File: src/rtl/dbus_ctrl.sv
// Data-bus controller: maps CPU loads/stores onto one single-port SRAM and a 256-word MMIO page,
// with a posted write buffer. Optional cycle counter under `define DBUS_CYCLE_COUNTER_EN.
module dbus_ctrl #(
  parameter int unsigned MEM_AWIDTH = 14,
  parameter int unsigned WB_DEPTH   = 4,
  parameter logic [15:0] MMIO_BASE  = 16'hFF00
) (
  input  logic                  clk,
  input  logic                  rst,
  input  logic                  cpu_re,
  input  logic [15:0]           cpu_raddr,
  output logic [15:0]           cpu_rdata,
  input  logic                  cpu_we,
  input  logic [15:0]           cpu_waddr,
  input  logic [15:0]           cpu_wdata,
  output logic                  mem_en,
  output logic                  mem_we,
  output logic [MEM_AWIDTH-1:0] mem_addr,
  output logic [15:0]           mem_wdata,
  input  logic [15:0]           mem_rdata,
  output logic [15:0]           gpio_out,
  output logic                  wb_overflow
);

  localparam int unsigned PW = $clog2(WB_DEPTH);

  typedef logic [PW:0] ptr_t;
  typedef enum logic [1:0] {SEL_NONE, SEL_MEM, SEL_FWD, SEL_MMIO} rsel_e;

  logic [MEM_AWIDTH-1:0] wb_addr [WB_DEPTH];
  logic [15:0]           wb_data [WB_DEPTH];
  ptr_t                  rd_ptr, wr_ptr, count;
  logic [PW-1:0]         idx;

  logic        rd_mmio, wr_mmio, ram_rd, ram_wr;
  logic        empty, full, pop, push, drop;
  logic        fwd_match;
  logic [15:0] fwd_val, fwd_data;
  logic [15:0] mmio_rd_val, mmio_q;
  logic [7:0]  rd_off, wr_off;
  rsel_e       rsel_d, rsel_q;

  // Region decode
  assign rd_mmio = (cpu_raddr[15:8] == MMIO_BASE[15:8]);
  assign wr_mmio = (cpu_waddr[15:8] == MMIO_BASE[15:8]);
  assign rd_off  = cpu_raddr[7:0];
  assign wr_off  = cpu_waddr[7:0];
  assign ram_rd  = cpu_re && !rd_mmio;
  assign ram_wr  = cpu_we && !wr_mmio;

  // Buffer status; pointers carry one extra wrap bit to tell full from empty
  assign empty = (rd_ptr == wr_ptr);
  assign full  = (rd_ptr[PW] != wr_ptr[PW]) && (rd_ptr[PW-1:0] == wr_ptr[PW-1:0]);

  // A RAM read always owns the port; the buffer drains only in cycles without one
  assign pop  = !ram_rd && !empty;
  assign push = ram_wr && (!full || pop);
  assign drop = ram_wr && full && !pop;

  assign mem_en    = rst && (ram_rd || pop);
  assign mem_we    = rst && pop;
  assign mem_addr  = ram_rd ? cpu_raddr[MEM_AWIDTH-1:0] : wb_addr[rd_ptr[PW-1:0]];
  assign mem_wdata = wb_data[rd_ptr[PW-1:0]];

  // Forwarding search walks oldest to newest so the newest matching entry wins
  always_comb begin
    // NOTE: every always_comb output gets a default first so no path can infer a latch.
    fwd_match = 1'b0;
    fwd_val   = '0;
    idx       = '0;
    count     = wr_ptr - rd_ptr;
    for (int i = 0; i < WB_DEPTH; i++) begin
      idx = rd_ptr[PW-1:0] + PW'(i);
      if ((ptr_t'(i) < count) && (wb_addr[idx] == cpu_raddr[MEM_AWIDTH-1:0])) begin
        fwd_match = 1'b1;
        fwd_val   = wb_data[idx];
      end
    end
  end

  // NOTE: buffer storage has no reset; validity comes from the pointers alone.
  always_ff @(posedge clk) begin
    if (push) begin
      wb_addr[wr_ptr[PW-1:0]] <= cpu_waddr[MEM_AWIDTH-1:0];
      wb_data[wr_ptr[PW-1:0]] <= cpu_wdata;
    end
  end

  // NOTE: sequential state uses non-blocking assignments so every flop samples pre-edge values.
  always_ff @(posedge clk or negedge rst) begin
    if (!rst) begin
      rd_ptr      <= '0;
      wr_ptr      <= '0;
      wb_overflow <= 1'b0;
    end else begin
      if (pop)  rd_ptr <= rd_ptr + ptr_t'(1);
      if (push) wr_ptr <= wr_ptr + ptr_t'(1);
      if (drop) wb_overflow <= 1'b1;
    end
  end

`ifdef DBUS_CYCLE_COUNTER_EN
  logic [31:0] cyc_cnt;
  logic [15:0] cyc_snap;

  // Reading the low half freezes the high half so a follow-up read is coherent
  always_ff @(posedge clk or negedge rst) begin
    if (!rst) begin
      cyc_cnt  <= '0;
      cyc_snap <= '0;
    end else begin
      cyc_cnt <= cyc_cnt + 32'd1;
      if (cpu_re && rd_mmio && (rd_off == 8'h01)) cyc_snap <= cyc_cnt[31:16];
    end
  end
`endif

  always_comb begin
    mmio_rd_val = '0;
    case (rd_off)
      8'h00:   mmio_rd_val = gpio_out;
`ifdef DBUS_CYCLE_COUNTER_EN
      8'h01:   mmio_rd_val = cyc_cnt[15:0];
      8'h02:   mmio_rd_val = cyc_snap;
`endif
      default: mmio_rd_val = '0;
    endcase
  end

  always_comb begin
    rsel_d = SEL_NONE;
    if (cpu_re && rd_mmio) rsel_d = SEL_MMIO;
    else if (ram_rd)       rsel_d = fwd_match ? SEL_FWD : SEL_MEM;
    else if (pop)          rsel_d = SEL_MEM;
  end

  always_ff @(posedge clk or negedge rst) begin
    if (!rst) begin
      gpio_out <= '0;
      rsel_q   <= SEL_NONE;
      fwd_data <= '0;
      mmio_q   <= '0;
    end else begin
      if (cpu_we && wr_mmio && (wr_off == 8'h00)) gpio_out <= cpu_wdata;
      rsel_q <= rsel_d;
      if (ram_rd && fwd_match) fwd_data <= fwd_val;
      if (cpu_re && rd_mmio)   mmio_q   <= mmio_rd_val;
    end
  end

  // Read data lines up with the CPU's capture one cycle after cpu_re
  always_comb begin
    cpu_rdata = '0;
    case (rsel_q)
      SEL_MEM:  cpu_rdata = mem_rdata;
      SEL_FWD:  cpu_rdata = fwd_data;
      SEL_MMIO: cpu_rdata = mmio_q;
      default:  cpu_rdata = '0;
    endcase
  end

endmodule

File: config.mk
export PLATFORM = sky130hd
export DESIGN_NAME = dbus_ctrl
export DESIGN_NICKNAME = d
export VERILOG_FILES = /design/src/rtl/dbus_ctrl.sv
export SDC_FILE = /design/constraint.sdc
export NUM_CORES = 1
export LEC_CHECK = 0
export ABC_AREA = 1
export CAP_MARGIN = 20
export CORE_MARGIN = 5
export CORE_UTILIZATION = 57
export CTS_CLUSTER_DIAMETER = 60
export DETAILED_ROUTE_END_ITERATION = 12
export HOLD_SLACK_MARGIN = 0.12
export PLACE_DENSITY = 0.81
export SYNTH_ARGS = -nofsm -noshare
export SYNTH_HDL_FRONTEND = slang
export SYNTH_SLANG_ARGS = --single-unit
export TNS_END_PERCENT = 30
File: constraint.sdc
create_clock -name clk -period 3.88 [get_ports clk]
set_input_delay 0.776 -clock clk [delete_from_list [all_inputs] [get_ports clk]]
set_output_delay 0.776 -clock clk [all_outputs]
set_load 0.01 [all_outputs]
==> results of run 1 <==
worst max-delay path: stages:
cell and delay [ps]:
clkdlybuf4s50_1 480, inv_1 110, nor4_4 310, buf_4 160, nand2_1 40, nand2_1 80
inv_1 80, buf_12 170, o21ai_0 180, clkdlybuf4s50_1 560
worst max-delay path by stage:
stage	start	endpoint	slack (ps)	cells past startpoint
after global placement	cpu_raddr[8]	mem_addr[4]	140	10
after CTS	rd_ptr[0]$_DFFE_PN0P_	mem_wdata[14]	30	5
after floorplan	cpu_raddr[8]	wb_addr[3][0]$_DFFE_PP_	330	9
after global routing	cpu_raddr[8]	mem_addr[9]	-30	10
after detailed placement	cpu_raddr[9]	mem_addr[13]	80	10
final	cpu_raddr[8]	mem_addr[7]	150	10
final cells by class:
class                   count  area, um2  share of cell area [%]
multi-input cells        1075       5351                   40.18
inverters                  72      270.3                   2.029
repair buffers            179       1754                   13.17
clock inverters            14      132.6                  0.9958
clock buffers              18      450.4                   3.382
flip-flops and latches    177       5035                   37.80
well taps                 260      325.3                   2.442
logic make-up (layout without fill, tap and decap cells):
family          count (synthesis)  after routing  share of synthesized area (%)
simple gates                  888            888                          33.80
mux                            96             96                          8.937
flops                         177            177                          45.82
fa+ha+maj                       8              8                         0.9803
buf+inv                       144            283                          5.790
compound gates                 75             75                          4.035
xor+xnor                        8              8                         0.6383
synth_stat cells, drive strengths merged:
cell type | instances | area (um2)
dfrtp | 57 | 1426
o2111ai | 16 | 140.1
nand3 | 230 | 1151
nand4 | 4 | 25.02
nand3b | 1 | 7.510
o21ai | 54 | 274.0
fa | 1 | 20.02
nor2 | 93 | 381.6
buf | 46 | 267.8
a31o | 1 | 8.760
mux2i | 80 | 800.8
ha | 7 | 87.58
nand2 | 538 | 2029
xor2 | 8 | 70.07
clkbuf | 26 | 97.59
nor4 | 4 | 25.02
mux2 | 16 | 180.2
edfxtp | 120 | 3603
nor3 | 18 | 90.09
a21oi | 4 | 20.02
inv | 72 | 270.3
per-stage QoR:
step / worst slack, ps / total power, mW
3_3_place_gp: 141.4 / 7.657
3_5_place_dp: 80.58 / 7.788
5_1_grt: -29.60 / 10.25
6_report: 152.2 / 9.625
2_1_floorplan: 326.3 / 6.202
4_1_cts: 30.74 / 9.515
placed cells by master (no fill, tap or decap), types with 8 or more instances in the layout:
master           instances
mux2i_1                 80
clkdlybuf4s50_1        130
nor2_1                  84
buf_4                   39
edfxtp_1               120
mux2_2                  16
clkbuf_16               18
o2111ai_1               16
xor2_1                   8
dfrtp_1                 55
o21ai_0                 48
nand3_1                230
inv_1                   68
nor3_1                  18
nand2_1                536
state kept, by name, summed over array words and instances, names as in the netlist:
name,flops
wb_addr,56
wb_data,64
wb_overflow,1
fwd_data,16
wr_ptr,3
rsel_q,2
gpio_out,16
rd_ptr,3
mmio_q,16
per-layer routing:
layer | vias to the layer above | wire, um | part of all wire, %
met3 | 71 | 3998 | 12
met4 | 0 | 717 | 2.2
met1 | 4842 | 13400 | 41
li1 | 4937 | - | -
met5 | - | 0 | 0
met2 | 641 | 14480 | 44
power by group through the flow:
stage | Combinational (mW) | Clock, mW | Sequential (mW)
finish | 5.31 | 1.72 | 2.60
global route | 5.82 | 1.81 | 2.62
floorplan | 3.69 | 0 | 2.51
CTS | 5.21 | 1.72 | 2.58
global placement | 5.06 | 0 | 2.60
detailed placement | 5.17 | 0 | 2.62
==> summary.md, run 1 <==
| Metric | Value |
|---|---|
| Final core utilization | 70.73% |
| Worst rel slew slack | 51.67% |
| Placed insts | 1763 |
| Worst hold endpoint | mmio_q[10]$_DFFE_PN0P_ |
| RSZ-0062 raised after global routing | yes |
| Clock slew at reported path FFs | 80 ps |
| HP Class | reg -> reg |
| Status | completed |
| Clock buffer depth | 2 |
| Final worst clock skew | 10.50 ps |
| Total Wirelength | 32590 um |
| Cell Area, Placed | 12710 um2 |
| Critical R2R Capture | fwd_data[13]$_DFFE_PN0P_ |
| CTS resizes | 0 |
| Final GP Congestion | 0.9203 |
| Final Slew Violations | 0 |
| Syn Nets | 1472 |
| Via count | 10.49k |
| Ys Warns | 0 |
| Pin count of the biggest net entering global routing | 58 |
| Routed len/inst | 18.16 um |
| Core area | 18830 um2 |
| PortBufs | 132 |
| Die Area | 22130 um2 |
| Final-stage net count | 1598 |
| Die W | 148.8 um |
| Critical path class | in -> out |
| Sequential-to-total area share from yosys stat | 45.82% |
| Worst R2R Setup Slack | 410 ps |
| CTS Buf Count | 17 |
| Setup_tns | 0 ps |
| Cell variety after synth | 31 |
| Clk_lat worst skew | 450 ps |
| Post-route minimum period | 3728 ps |
| CTS sink count | 177 |
| Vias in the first global route | 9638 |
| Post-Syn Instances | 1396 |
| Max Clk Rate | 268.3 MHz |
| DRC Markers | 0 |
| Worst endpoint data arrival time | 2950 ps |
| Crit path launch type | input pin |
| Clk network pwr share | 17.8% |
| Io pins | 133 |
| Worst flop-to-flop path startpoint | rd_ptr[0]$_DFFE_PN0P_ |
| GRT met2 Usage | 44.90% |
| Filler cells | 1461 |
| Sw Share | 46.30% |
| Busiest grt layer | met2 |
| Post-Layout Cell Count | 1795 |
| Yosys reg bits | 177 |
| Sw Pwr | 4.456 mW |
| CTS tree | done |
| Worst min-delay path startpoint | mmio_q[10]$_DFFE_PN0P_ |
| Worst Tran Pin Value | 724.9 ps |
| Period utilisation layout | 96.08% |
| Routing usage on met3 | 7.809% |
| Hold Path Stages | 2 |
| Clock root buffer | clkbuf_16 |
| Final number of hold-violating endpoints | 0 |
| Setup Buffers After CTS | 0 |
| Die span in y | 148.8 um |
| Int Pwr | 5.168 mW |
| Share of cells above drive strength 1 | 7.752% |
| Initial antenna violation count | 0 |
| H-Tree Depth | 4 |
| DR pass1 iterations | 7 |
| Max IR drop VDD | 0.7135 mV |
| Hold_buf cts | 0 |
| Antenna Nets Post-Route | 0 |
| Iteration-0 DRC Markers | 1494 |
| LEAKAGE | 6.233 nW |
| Smallest hold slack | 489.5 ps |
| Starting Density | 58.29% |
| Worst Setup End Kind | output port |
| FP Rows | 50 |
| First-pass GRT wire length | 51150 um |
| CP max FO | 27 |
| Register share of total power | 27.0% |
| Area delta synth->final | 21.34% |
| Diode count | 0 |
| Tot GR Track Use | 29.42% |
| Max_cap viols | 0 |
| CP Data Required Time | 3100 ps |
| Synthesized area per cell | 7.863 um2 |
| Via/cell ratio | 5.845 |
| Post-Synthesis Cell Area | 10980 um2 |
| Design area | 13320 um2 |
| HPWL after DPL | 22730 um |
| Grt total ovfl | 0 |
| Cell Pwr Density | 722.6 nW/um2 |
| Combinational fraction of design power | 55.2% |
| # setup viols final | 0 |
| Routing usage on met1 | 41.62% |
| Cells on worst reg2reg path | 16 |
Note: power is estimated with default switching activity, not from simulation.
==> run 2: changes to the inputs <==
HOLD_SLACK_MARGIN = 0.06   (was 0.12)
SKIP_CTS_REPAIR_TIMING = 1   (was unset)
==> results of run 2 <==
The final DEF is identical to that of run 1; final timing and power are the same.
==> run 3: changes to the inputs <==
SKIP_LAST_GASP = 1   (was unset)
==> run 3 against run 2 <==
  * Sequential power barely moved
  * Utilization fell by 0.080 points
  * Final cell count did not move
  * Critical endpoint is now mem_wdata[15]
  * Largest cell class unchanged
  * Largest power group unchanged
==> summary.md, run 3 (synthesis results as in run 1) <==
| Metric | Value |
|---|---|
| Status | completed |
| H-Tree Depth | 4 |
| First-pass GRT wire length | 51150 um |
| DR pass1 iterations | 6 |
| RSZ-0062 raised after global routing | yes |
| Final number of hold-violating endpoints | 0 |
| Pwr Total | 9.613 mW |
| Die Area | 22130 um2 |
| Register share of total power | 27.0% |
| Max_cap viols | 0 |
| CTS Buf Count | 17 |
| Initial antenna violation count | 0 |
| Cell Pwr Density | 722.6 nW/um2 |
| PortBufs | 132 |
| Worst min-delay path startpoint | mmio_q[3]$_DFFE_PN0P_ |
| Final GP Congestion | 0.9203 |
| Clock slew at reported path FFs | 70 ps |
| LEAKAGE | 6.220 nW |
| DRC Markers | 0 |
| Die span in y | 148.8 um |
| Multi-input logic area | 5343 um2 |
| HP Class | reg -> reg |
| Clk_lat worst skew | 450 ps |
| Sw Share | 46.27% |
| CP Data Required Time | 3100 ps |
| Via count | 10.45k |
| Post-route minimum period | 3784 ps |
| Iteration-0 DRC Markers | 1475 |
| Clock root buffer | clkbuf_16 |
| Period utilisation layout | 97.52% |
| CTS tree | done |
| Hold Path Stages | 2 |
| Final-stage net count | 1598 |
| Worst hold endpoint | mmio_q[3]$_DFFE_PN0P_ |
| Io pins | 133 |
| Most common cell after layout, fill and taps aside | nand2_1 |
| Placement Setup Slack | 80.58 ps |
| Total area of sequential cells | 5035 um2 |
| Antenna Nets Post-Route | 0 |
| Cells on worst reg2reg path | 16 |
| Worst endpoint data arrival time | 3010 ps |
| Crit path launch type | flop |
| Core area | 18830 um2 |
| Pin count of the biggest net entering global routing | 58 |
| Clk network pwr share | 17.8% |
| Final Slew Violations | 0 |
| FP Rows | 50 |
| Critical path class | reg -> out |
| Vias in the first global route | 9638 |
| Diode count | 0 |
| Max IR drop VDD | 0.7144 mV |
| Worst R2R Setup Slack | 390 ps |
| Grt total ovfl | 0 |
| Area delta synth->final | 21.20% |
| Worst Setup End Kind | output port |
| Sw Pwr | 4.448 mW |
| Worst flop-to-flop path startpoint | rd_ptr[0]$_DFFE_PN0P_ |
| Worst Tran Pin Value | 737.9 ps |
| CP max FO | 33 |
| Final worst slack | 96.28 ps |
| Tot GR Track Use | 29.42% |
| Total Wirelength | 32580 um |
| Via/cell ratio | 5.820 |
| Share of cells above drive strength 1 | 7.752% |
| Filler cells | 1463 |
| Highest-count cells in the layout ignoring fill and taps | nand2_1 (536), nand3_1 (230), clkdlybuf4s50_1 (131) |
| Routed len/inst | 18.15 um |
| Critical R2R Capture | fwd_data[13]$_DFFE_PN0P_ |
| Combinational fraction of design power | 55.2% |
| Die W | 148.8 um |
| Clock buffer depth | 2 |
| Worst rel slew slack | 50.80% |
| Max reg flops | 64 |
| Starting Density | 58.29% |
| # setup viols final | 0 |
| Crit path launch | rd_ptr[0]$_DFFE_PN0P_ |
| Final worst clock skew | 10.37 ps |
| HPWL after DPL | 22730 um |
| Int Pwr | 5.165 mW |
| CTS sink count | 177 |
| Max Clk Rate | 264.3 MHz |
## run 3: cell count changes in the layout (fill, tap and decap cells not counted), sizes merged
cell	delta
dlymetal6s2s	-1
clkdlybuf4s50	+1
## run 3: power groups by stage
stage	Clock, mW	Sequential (mW)	Combinational (mW)
after global placement	0	2.60	5.06
final	1.71	2.60	5.30
after global routing	1.81	2.62	5.81
after floorplan	0	2.51	3.69
after detailed placement	0	2.62	5.17
after CTS	1.72	2.58	5.21
## run 3: per-layer routing
metal | track usage (%) | up-vias | wire [um]
met3 | 7.809 | 79 | 3989
met4 | 8.741 | 0 | 741
met5 | 0 | - | 0
li1 | - | 4937 | -
met1 | 41.62 | 4805 | 13400
met2 | 44.90 | 626 | 14450
## run 3: stage by stage
| step | area, um2 | util, % | cells | hold WS (ps) | setup TNS [ps] |
|---|---|---|---|---|---|
| global placement | 12710 | 67.50 | 1763 | 464.7 | 0 |
| detailed placement | 12710 | 67.50 | 1763 | 469.5 | 0 |
| global route | 13300 | 70.65 | 1795 | 501.8 | -74.94 |
| finish | 13300 | 70.65 | 1795 | 488.7 | 0 |
| floorplan | 10980 | - | 1396 | 449.2 | 0 |
| CTS | 13290 | 70.60 | 1795 | 489.4 | 0 |
## run 3: worst max path at each step
stage	end	slack (ps)	depth (start not counted)
2_1_floorplan	wb_addr[3][0]$_DFFE_PP_	330	9
3_3_place_gp	mem_addr[4]	140	10
3_5_place_dp	mem_addr[13]	80	10
4_1_cts	mem_wdata[14]	30	5
5_1_grt	mem_addr[9]	-30	10
6_report	mem_wdata[15]	100	7
## run 3: final cells by class
class / instances / share of cell area (%)
sequential: 177 / 37.84
clock buffer: 18 / 3.386
inverter: 72 / 2.031
tap: 260 / 2.445
timing repair buffer: 179 / 13.14
multi-input combinational: 1075 / 40.16
clock inverter: 14 / 0.9969
## run 3: worst max-delay path, stage by stage (launching register included)
cell and delay, ps:
dfrtp_4 660, buf_6 350, buf_4 430, mux2i_1 130
inv_1 90, nand2_1 50, o21ai_0 200, clkdlybuf4s50_1 630
